$ cat config.mk
export PLATFORM = sky130hd
export DESIGN_NAME = proc_feeder
export DESIGN_NICKNAME = d
export VERILOG_FILES = /design/src/rtl/proc_feeder.sv
export SDC_FILE = /design/constraint.sdc
export NUM_CORES = 1
export LEC_CHECK = 0
export ABC_AREA = 1
export CORE_AREA = 2 2 81 68
export DETAILED_ROUTE_END_ITERATION = 10
export DIE_AREA = 0 0 83 70
export HOLD_SLACK_MARGIN = 0.1
export PLACE_DENSITY = 0.79
export SLEW_MARGIN = 5
export SYNTH_ARGS = -nofsm -noshare
export SYNTH_HDL_FRONTEND = slang
export SYNTH_SLANG_ARGS = --single-unit
$ cat constraint.sdc
create_clock -name Clock -period 3.5 [get_ports Clock]
set_clock_uncertainty 0.05 [all_clocks]
set_input_delay 0.525 -clock Clock [delete_from_list [all_inputs] [get_ports Clock]]
set_output_delay 0.525 -clock Clock [all_outputs]
set_load 0.01 [all_outputs]
$ cat src/rtl/proc_feeder.sv
`default_nettype none
// ============================================================================
// Module   : proc_feeder
// Purpose  : Instruction sequencer for the 9-bit bus processor. Fetches
//            instruction words (and mvi immediates) from a synchronous-read
//            program ROM, presents them on DIN, strobes Run and waits for
//            Done before advancing. Provides start/stop control, a halt
//            opcode, a Done watchdog and a retired-instruction counter.
// Revision : 1.0  initial release
// ----------------------------------------------------------------------------
// Parameters
//   AW         program address width (PC wraps modulo 2^AW)
//   TIMEOUT    WAIT cycles without Done before the watchdog fires
//   CW         width of the retired-instruction counter
// Ports
//   Clock      single clock, rising edge
//   Reset      synchronous, active-high
//   Start      begin execution at StartAddr (honoured in IDLE/HALT only)
//   StartAddr  first program address
//   Stop       return to IDLE once the current instruction retires
//   MemAddr    ROM address (data returns one cycle later on MemData)
//   MemData    ROM read data
//   DIN        registered word driven to the processor
//   Run        one-cycle issue strobe
//   Done       processor completion (sampled in WAIT only)
//   Busy       high in FETCH/DECODE/ISSUE/WAIT
//   Halted     sticky, set by halt opcode 111
//   Timeout    sticky, set when the watchdog expires
//   InstrCount retired instructions (wraps)
// ============================================================================
module proc_feeder #(
   parameter int AW      = 8,
   parameter int TIMEOUT = 16,
   parameter int CW      = 16
) (
   input  logic          Clock,
   input  logic          Reset,
   input  logic          Start,
   input  logic [AW-1:0] StartAddr,
   input  logic          Stop,
   output logic [AW-1:0] MemAddr,
   input  logic [8:0]    MemData,
   output logic [8:0]    DIN,
   output logic          Run,
   input  logic          Done,
   output logic          Busy,
   output logic          Halted,
   output logic          Timeout,
   output logic [CW-1:0] InstrCount
);

   // Watchdog counts 0..TIMEOUT-1; the cycle in which it sits at
   // TIMEOUT-1 without Done is the TIMEOUT-th WAIT cycle.
   localparam int              WDW     = (TIMEOUT > 1) ? $clog2(TIMEOUT) : 1;
   localparam logic [WDW-1:0]  WD_LAST = WDW'(TIMEOUT - 1);
   localparam logic [2:0]      OP_MVI  = 3'b001;
   localparam logic [2:0]      OP_HALT = 3'b111;

   typedef enum logic [2:0] {
      S_IDLE   = 3'd0,
      S_FETCH  = 3'd1,
      S_DECODE = 3'd2,
      S_ISSUE  = 3'd3,
      S_WAIT   = 3'd4,
      S_HALT   = 3'd5
   } state_t;

   state_t          r_state;
   state_t          w_state_nxt;

   logic [AW-1:0]   r_pc;
   logic [2:0]      r_op;
   logic [8:0]      r_din;
   logic            r_halted;
   logic            r_timeout;
   logic            r_stop_pend;
   logic [WDW-1:0]  r_wdog;
   logic [CW-1:0]   r_count;

   logic            w_start_acc;
   logic            w_halt_dec;
   logic            w_retire;
   logic            w_wd_expire;
   logic [AW-1:0]   w_mem_addr;
   logic            w_run;
   logic            w_busy;

   // ------------------------------------------------------------------------
   // State register
   // ------------------------------------------------------------------------
   always_ff @(posedge Clock) begin
      if (Reset) begin
         r_state <= S_IDLE;
      end else begin
         r_state <= w_state_nxt;
      end
   end

   // ------------------------------------------------------------------------
   // Next-state and control decode
   // ------------------------------------------------------------------------
   always_comb begin
      w_state_nxt = r_state;
      w_start_acc = 1'b0;
      w_halt_dec  = 1'b0;
      w_retire    = 1'b0;
      w_wd_expire = 1'b0;
      w_mem_addr  = r_pc;
      w_run       = 1'b0;
      w_busy      = 1'b0;

      case (r_state)
         S_IDLE, S_HALT: begin
            if (Start) begin
               w_start_acc = 1'b1;
               w_state_nxt = S_FETCH;
            end
         end
         S_FETCH: begin
            w_busy      = 1'b1;
            w_state_nxt = S_DECODE;
         end
         S_DECODE: begin
            w_busy     = 1'b1;
            // Prefetch the following word so an mvi immediate is on
            // MemData during ISSUE.
            w_mem_addr = r_pc + 1'b1;
            if (MemData[8:6] == OP_HALT) begin
               w_halt_dec  = 1'b1;
               w_state_nxt = S_HALT;
            end else begin
               w_state_nxt = S_ISSUE;
            end
         end
         S_ISSUE: begin
            w_busy      = 1'b1;
            w_run       = 1'b1;
            w_state_nxt = S_WAIT;
         end
         S_WAIT: begin
            w_busy = 1'b1;
            // Done on the final watchdog cycle still retires the instruction.
            if (Done) begin
               w_retire    = 1'b1;
               w_state_nxt = (r_stop_pend || Stop) ? S_IDLE : S_FETCH;
            end else if (r_wdog == WD_LAST) begin
               w_wd_expire = 1'b1;
               w_state_nxt = S_HALT;
            end
         end
         default: begin
            w_state_nxt = S_IDLE;
         end
      endcase
   end

   // ------------------------------------------------------------------------
   // Datapath
   // ------------------------------------------------------------------------
   always_ff @(posedge Clock) begin
      if (Reset) begin
         r_pc        <= '0;
         r_op        <= '0;
         r_din       <= '0;
         r_halted    <= 1'b0;
         r_timeout   <= 1'b0;
         r_stop_pend <= 1'b0;
         r_wdog      <= '0;
         r_count     <= '0;
      end else begin
         if (w_start_acc) begin
            r_pc      <= StartAddr;
            r_halted  <= 1'b0;
            r_timeout <= 1'b0;
         end

         if (r_state == S_DECODE) begin
            r_op  <= MemData[8:6];
            r_din <= MemData;
            if (w_halt_dec) begin
               r_halted <= 1'b1;
               r_pc     <= r_pc + 1'b1;
            end
         end

         if (r_state == S_ISSUE) begin
            r_wdog <= '0;
            if (r_op == OP_MVI) begin
               // Immediate replaces the opcode word on DIN from the cycle
               // after Run; PC skips over it.
               r_din <= MemData;
               r_pc  <= r_pc + AW'(2);
            end else begin
               r_pc  <= r_pc + 1'b1;
            end
         end

         if ((r_state == S_WAIT) && !Done && !w_wd_expire) begin
            r_wdog <= r_wdog + 1'b1;
         end

         if (w_wd_expire) begin
            r_timeout <= 1'b1;
         end

         if (w_retire) begin
            r_count <= r_count + 1'b1;
         end

         // A Stop that arrives before a timeout leaves the pending flag set
         // in HALT; a fresh Start discards it so the new run is unaffected.
         if (w_start_acc || (w_retire && (w_state_nxt == S_IDLE))) begin
            r_stop_pend <= 1'b0;
         end else if (Stop && w_busy) begin
            r_stop_pend <= 1'b1;
         end
      end
   end

   assign MemAddr    = w_mem_addr;
   assign DIN        = r_din;
   assign Run        = w_run;
   assign Busy       = w_busy;
   assign Halted     = r_halted;
   assign Timeout    = r_timeout;
   assign InstrCount = r_count;

endmodule
`default_nettype wire

# After elaboration in Yosys (flattened, before gate mapping)
# Index checks and enable logic that the tools add are counted.
[word_totals] reg_bits=46 output_inout_bits=37 word_cells=69
[classes] addsub=4 eq_ne=8 muxes=33 n_reduce_logical=15
[ops] op="two-way mux 8 bit" n=6
[ops] op="two-way mux 9 bit" n=3
[ops] op="two-way mux 1 bit" n=17
[ops] op="adder 16 x 1 -> 16 bit, second input constant" n=1
[ops] op="case mux 3 bit (5 select lines)" n=1
[ops] op="two-way mux 3 bit" n=4
[ops] op="== test 3 bit, second input constant" n=3
[ops] op="adder 8 x 1 -> 8 bit, second input constant" n=1
[ops] op="adder 8 x 2 -> 8 bit, second input constant" n=1
[ops] op="two-way mux 4 bit" n=2
[ops] op="== test 3 x 1 -> 1 bit, second input constant" n=2
[ops] op="== test 3 x 2 -> 1 bit, second input constant" n=2
[ops] op="zero test 3 bit" n=2
[ops] op="adder 4 x 1 -> 4 bit, second input constant" n=1
[ops] op="== test 4 bit, second input constant" n=1
[ops] op="logical AND 1 bit" n=4
[ops] op="nonzero test 2 bit" n=2
[ops] op="OR reduction 2 bit" n=2
[ops] op="OR reduction 4 bit" n=1
[ops] op="zero test 1 bit" n=2
[ops] op="logical OR 1 bit" n=2

# Depth between registers and ports, before layout
# Gate-level depths: netlist of the first run.
[depth] depth_word=8 mapped_depth=10

# Worst setup path after synthesis of the first run
# Ideal clock, no wire load.
[synth_timing] path_type="reg-to-output" from="register r_pc[1]" to="output port MemAddr[5]" arrival_time_ps=1244 required_ps=2925 slack_ps=1681 path_stages_with_launch=8 path_cell_list="dfxtp_1 -> ha_1 -> inv_1 -> nor2_1 -> nand2_1 -> xor2_1 -> nand2_1 -> o21ai_0"
[synth_between] elab_chain_cells=2
[synth_rtl] element="start: declaration" line_no="71" source="logic [AW-1:0] r_pc;"
[synth_rtl] element="start signal: assignment" line_no="172" source="r_pc <= StartAddr;"
[synth_rtl] element="start signal: assignment" line_no="182" source="r_pc <= r_pc + 1'b1;"
[synth_rtl] element="start signal: assignment" line_no="192" source="r_pc <= r_pc + AW'(2);"
[synth_rtl] element="adder 8 x 1 -> 8 bit" line_no="127" source="w_mem_addr = r_pc + 1'b1;"
[synth_rtl] element="two-way mux 8 bit" line_no="112" source="case (r_state)"
[synth_rtl] element="end: declaration" line_no="41" source="output logic [AW-1:0] MemAddr,"
# Every way passes these cells.

# Worst setup path in the final report of the first run
[layout_timing] from="register r_pc[2]" to="output port MemAddr[5]"
# The elaborated chain is that of the path after synthesis.

==> out/results.ini, run 1 <==
[route]
drt-total-wl_mm=6.550
num_vias=2676
drc_errors=0
avgRoutedWirePerCell_um=12.97
detail-route-antenna-nets=0
drt_iter0_markers=182
vias_per_cell=5.299
drt_pre_antenna_iters=4

[synth]
synth_nets=409
syn_area_per_cell_um2=6.815
synth-seq-cells=46
ys_seq_area_frac=0.3528
synth.distinct_cells=32
synthTopCellsByArea=dfxtp_1 (35%), nand2_1 (12%), a21oi_1 (7.7%)
synth-main-ff-cell=dfxtp_1
yosysWarnings=0
yosys.area.top_type=dfxtp_1
synth_edf_count=0
synth.top_cells.by_count=nand2_1 (81), dfxtp_1 (46), nor2_1 (41)
synth.most_common_cell=nand2_1
syn-cell-area_um2=2610
yosysTopAreaCellShare=0.3528
async_flop_share=0
synthCells=383

[cells_and_area]
fin_cells=505
antenna_cells=0
area_delta_synth_final_pct=28.72
final_layout_size_suffix_gt1_frac=0.07955
utilization=0.6542
design_area_um2=3359
layout.nets=465

[grt]
grt_pass1_wl_mm=10.87
grt_max_degree=26
grt_pass1_vias=2458
grt_overflow_total=0
antenna_found_initial=0
track_usage=0.2252

[critical_path]
cp_max_fo=10
worstSetupPathType=reg -> out
start_kind=register
required_ps=2920
endpoint_kind=primary output
r2r-start=r_state[0]$_SDFF_PP0_
critPathLaunch=r_pc[2]$_SDFF_PP0_
critical_path_arrival_ps=2310

[placement]
placed_cell_area_um2=3217
gp_congestion=0.8705
placedCellCount=497
dp_hpwl_mm=4.593
port_buffers=58

[timing]
hold_viol=0
post-route-min-period_ps=2881
worst_pin_slew_ps=679.2
timing.fmax_mhz=347.1
max-slew-margin-rel=0.5467
setup_violations=0
min_period_over_period=0.8230
fin_setup_tns_ps=0
rsz0062_at_grt=false
finalMaxSlewViolations=0

[cts]
clock-sinks=46
holdBufCountCts=0
clock_latency_ps=300
cts_tree=done
clock_path_buffers=2
post_cts.repair.setup_buffers=0
post_cts_resize_count=0
cts_max_level=2
cts-root-buf=clkbuf_8
cts_made_buffers=5
path_clk_slew_ps=90

[floorplanning]
core-area_um2=5135
start_util=0.5083
die_w_um=83
num_io_pins=59
dieArea_um2=5810
die_y_um=70
row_count=24

[hold_path]
hp-class=reg -> reg
hp-start=Timeout$_SDFFE_PP0P_

[job]
cap_violations=0

[power]
p_leak_nw=1.292
cellPowerDensity_nw_per_um2=421.1
peakVddDrop_mv=0.2696

[status]
status=complete, no violations

## registers in the layout (all words and copies together) (netlist names)
signal / cells
InstrCount: 16
DIN: 9
r_pc: 8
r_wdog: 4
r_op: 3
r_state: 3
Halted: 1
Timeout: 1
r_stop_pend: 1
## cells by family (layout without fill, tap and decap cells)
logic type / after synthesis / count (layout) / synth area share
XOR/XNOR: 10 / 10 / 0.03356
buffers and inverters: 53 / 110 / 0.08773
adder cells (fa/ha/maj): 4 / 4 / 0.01918
flip-flops: 46 / 46 / 0.3528
AND/OR/NAND/NOR: 189 / 189 / 0.3461
AO/OA/AOI/OAI: 81 / 81 / 0.1606
## worst paths after layout
kind,end,slack (ps),cells after the start
hold / removal,Timeout$_SDFFE_PP0P_,420,2
setup / recovery,MemAddr[5],620,8
setup reg to reg,InstrCount[10]$_SDFFE_PP0P_,1670,8
hold reg to reg,Timeout$_SDFFE_PP0P_,420,2
## area by class of cell
| class | count | area [µm²] |
|---|---|---|
| Clock inverter | 2 | 60.06 |
| Clock buffer | 6 | 82.58 |
| Multi-Input combinational cell | 284 | 1460 |
| Tap cell | 65 | 81.33 |
| Fill cell | 457 | 1775 |
| Inverter | 43 | 166.4 |
| Timing Repair Buffer | 59 | 588.1 |
| Sequential cell | 46 | 920.9 |
## stage by stage
| stage | power [mW] | setup WS [ps] | hold WS, ps |
|---|---|---|---|
| after global routing | 1.481 | 430.5 | 428.8 |
| after floorplan | 0.7973 | 1681 | 390.1 |
| after CTS | 1.418 | 638.2 | 415.0 |
| final | 1.415 | 619.3 | 416.2 |
| after detailed placement | 0.9274 | 991.8 | 402.3 |
| after global placement | 0.9223 | 1031 | 399.4 |
## worst max-delay path: stages, from the launching register on
cell,delay (ps)
dfxtp_1,520
ha_1,310
inv_1,60
nor2_1,160
nand2_1,90
xor2_1,180
nand2_1,60
o21ai_0,80
clkdlybuf4s50_1,550
## placed cells by master, fill, tap and decap left out, drive strengths merged
master	instances
a21oi	42
nand3b	4
a41oi	1
ha	4
inv	43
nor3	3
buf	1
clkbuf	6
o21ai	37
o211ai	1
clkdlybuf4s50	58
or2	1
nand3	41
xnor2	3
nand2	85
nor2	50
nand4	5
xor2	7
dfxtp	46
bufinv	2
## report_power, final
group          internal [mW]  switching [mW]
combinational          0.149           0.180
sequential             0.557          0.0332
clock                  0.305           0.190
## per-layer routing
| layer | vias up | wire [µm] | global-route usage |
|---|---|---|---|
| met2 | 103 | 2922 | 0.3495 |
| met4 | 0 | 70 | 0.07832 |
| met3 | 7 | 505 | 0.05437 |
| met1 | 1194 | 3051 | 0.3071 |
| li1 | 1372 | - | - |
| met5 | - | 0 | 0 |
No activity file was read; power rests on OpenSTA's default activity.
==> inputs of run 2 (changes only) <==
--- a/config.mk
+++ b/config.mk
@@ -6,11 +6,11 @@
 export NUM_CORES = 1
 export LEC_CHECK = 0
 export ABC_AREA = 1
-export CORE_AREA = 2 2 81 68
+export CORE_AREA = 2 2 84 70
 export DETAILED_ROUTE_END_ITERATION = 10
-export DIE_AREA = 0 0 83 70
+export DIE_AREA = 0 0 86 72
 export HOLD_SLACK_MARGIN = 0.1
-export PLACE_DENSITY = 0.79
+export PLACE_DENSITY = 0.74
 export SLEW_MARGIN = 5
 export SYNTH_ARGS = -nofsm -noshare
 export SYNTH_HDL_FRONTEND = slang
==> constraint.sdc (replaced) <==
create_clock -name Clock -period 2.8 [get_ports Clock]
set_clock_uncertainty 0.05 [all_clocks]
set_input_delay 0.42 -clock Clock [delete_from_list [all_inputs] [get_ports Clock]]
set_output_delay 0.42 -clock Clock [all_outputs]
set_load 0.01 [all_outputs]
==> run 2 against run 1 <==
Against the previous run: total power grew 17%; sequential share of layout area grew 0.11 points; setup slack lost 420 ps; global-route usage shrank 0.97 points; non-clock buffer count grew 3; core utilization shrank 2.4 points; sequential cell count is the same; clock-buffer cell count is the same.
==> out/results.ini, run 2 (synthesis results as in run 1) <==
[status]
status=complete, no violations

[cells_and_area]
design_area_um2=3351
layout_commonest_cell=nand2_1
multi_input_area_um2=1460
final_layout_size_suffix_gt1_frac=0.08578
fill_cells=474
ff_latch_area_um2=922.1
largest_reg_flops=16
antenna_cells=0
area_delta_synth_final_pct=28.38
layout_common_cells=nand2_1 (81), clkdlybuf4s50_1 (58), dfxtp_1 (45)
layout.nets=468

[grt]
grt_pass1_vias=2340
grt_overflow_total=0
grt_pass1_wl_mm=10.72
use_met2=0.3264
grt_use_met3=0.04096
grtUsageMet1=0.3097
grt_max_degree=26
track_usage=0.2155
grt-busiest-layer=met2
antenna_found_initial=0

[critical_path]
critical_path.max_stage_delay_ps=550
endpoint_kind=primary output
crit_path_frequent_cell=nand2_1
r2r_slack_ps=1130
slowest_stage=clkdlybuf4s50_1
critical_path_arrival_ps=2140
worstSetupPathType=reg -> out
path_cells=ha_1 -> inv_1 -> nor2_1 -> nand2_1 -> xor2_1 -> nand2_1 -> o21ai_0 -> clkdlybuf4s50_1
cp_max_fo=7
start_kind=register
required_ps=2330

[timing]
post-route-min-period_ps=2606
max-slew-margin-rel=0.5538
hold_viol=0
min_period_over_period=0.9305
worst_pin_slew_ps=668.6
rsz0062_at_grt=false
fin_setup_tns_ps=0
setup_violations=0
hold_slack_ps=414.5
finalMaxSlewViolations=0
timing.fmax_mhz=383.8

[floorplanning]
dieArea_um2=6192
die_y_um=72
die_w_um=86
start_util=0.4911
row_count=24
core-area_um2=5315
num_io_pins=59

[cts]
clock_path_buffers=2
cts_max_level=2
post_cts_resize_count=0
holdBufCountCts=0
clock_latency_ps=300
clock-sinks=46
cts_made_buffers=5
post_cts.repair.setup_buffers=0
cts_tree=done
path_clk_slew_ps=90
cts-root-buf=clkbuf_8

[route]
avgRoutedWirePerCell_um=12.53
drt_iter0_markers=113
drt-total-wl_mm=6.366
num_vias=2610
drt_pre_antenna_iters=4
vias_per_cell=5.138
detail-route-antenna-nets=0
drc_errors=0

[job]
cap_violations=0

[placement]
dp_hpwl_mm=4.666
placed_cell_area_um2=3239
gp_congestion=0.9151
port_buffers=58

[power]
cellPowerDensity_nw_per_um2=493.4
peakVddDrop_mv=0.3496
p_leak_nw=1.289

[hold_path]
hp-class=reg -> reg

-- run 2: changes by cell type in the layout (fill, tap and decap cells not counted) --
cell,change
buf_4,+3
bufinv_16,-1
dfxtp_2,+1
dfxtp_1,-1
clkinvlp_4,+1
clkbuf_8,-1
clkbuf_1,+1
-- run 2: power breakdown --
part           leakage, nW  switching (mW)  internal [mW]
clock network       0.0514           0.235          0.267
registers            0.374          0.0378          0.697
logic                0.863           0.227          0.190
total                 1.29           0.500           1.15
-- run 2: final timing paths --
| path | start | to | cells after the start |
|---|---|---|---|
| max reg2reg | r_state[0]$_SDFF_PP0_ | InstrCount[10]$_SDFFE_PP0P_ | 8 |
| max | r_pc[1]$_SDFF_PP0_ | MemAddr[5] | 8 |
| min reg2reg | r_op[2]$_SDFFE_PP0P_ | r_op[2]$_SDFFE_PP0P_ | 2 |
| min | r_op[2]$_SDFFE_PP0P_ | r_op[2]$_SDFFE_PP0P_ | 2 |
-- run 2: per-stage QoR --
stage	setup WS [ps]	cells	total power [mW]	utilization
after floorplan	1086	383	0.9966	-
after global placement	519.2	500	1.160	0.6095
after detailed placement	471.7	500	1.162	0.6095
after CTS	119.1	508	1.660	0.6302
after global routing	76.35	508	1.739	0.6304
final	194.5	508	1.653	0.6304
-- run 2: critical path: cells and delay by family, from the launching register on --
family / cells / cell delay [ps]
adder cells (fa/ha/maj): 1 / 250
AO/OA/AOI/OAI: 1 / 70
XOR/XNOR: 1 / 180
AND/OR/NAND/NOR: 3 / 320
buffers and inverters: 2 / 610
flip-flops: 1 / 400
-- run 2: layer usage --
| layer | wire (µm) | vias to the layer above | share of wire |
|---|---|---|---|
| li1 | - | 1374 | - |
| met1 | 3220 | 1163 | 0.51 |
| met2 | 2737 | 66 | 0.43 |
| met3 | 336 | 7 | 0.053 |
| met4 | 72 | 0 | 0.011 |
| met5 | 0 | - | 0 |
-- run 2: area by class of cell --
| class | instances | share of cell area |
|---|---|---|
| well taps | 65 | 0.02427 |
| multi-input cells | 284 | 0.4358 |
| repair buffers | 62 | 0.1822 |
| clock inverters | 2 | 0.01120 |
| clock buffers | 6 | 0.02166 |
| flip-flops and latches | 46 | 0.2752 |
| inverters | 43 | 0.04966 |
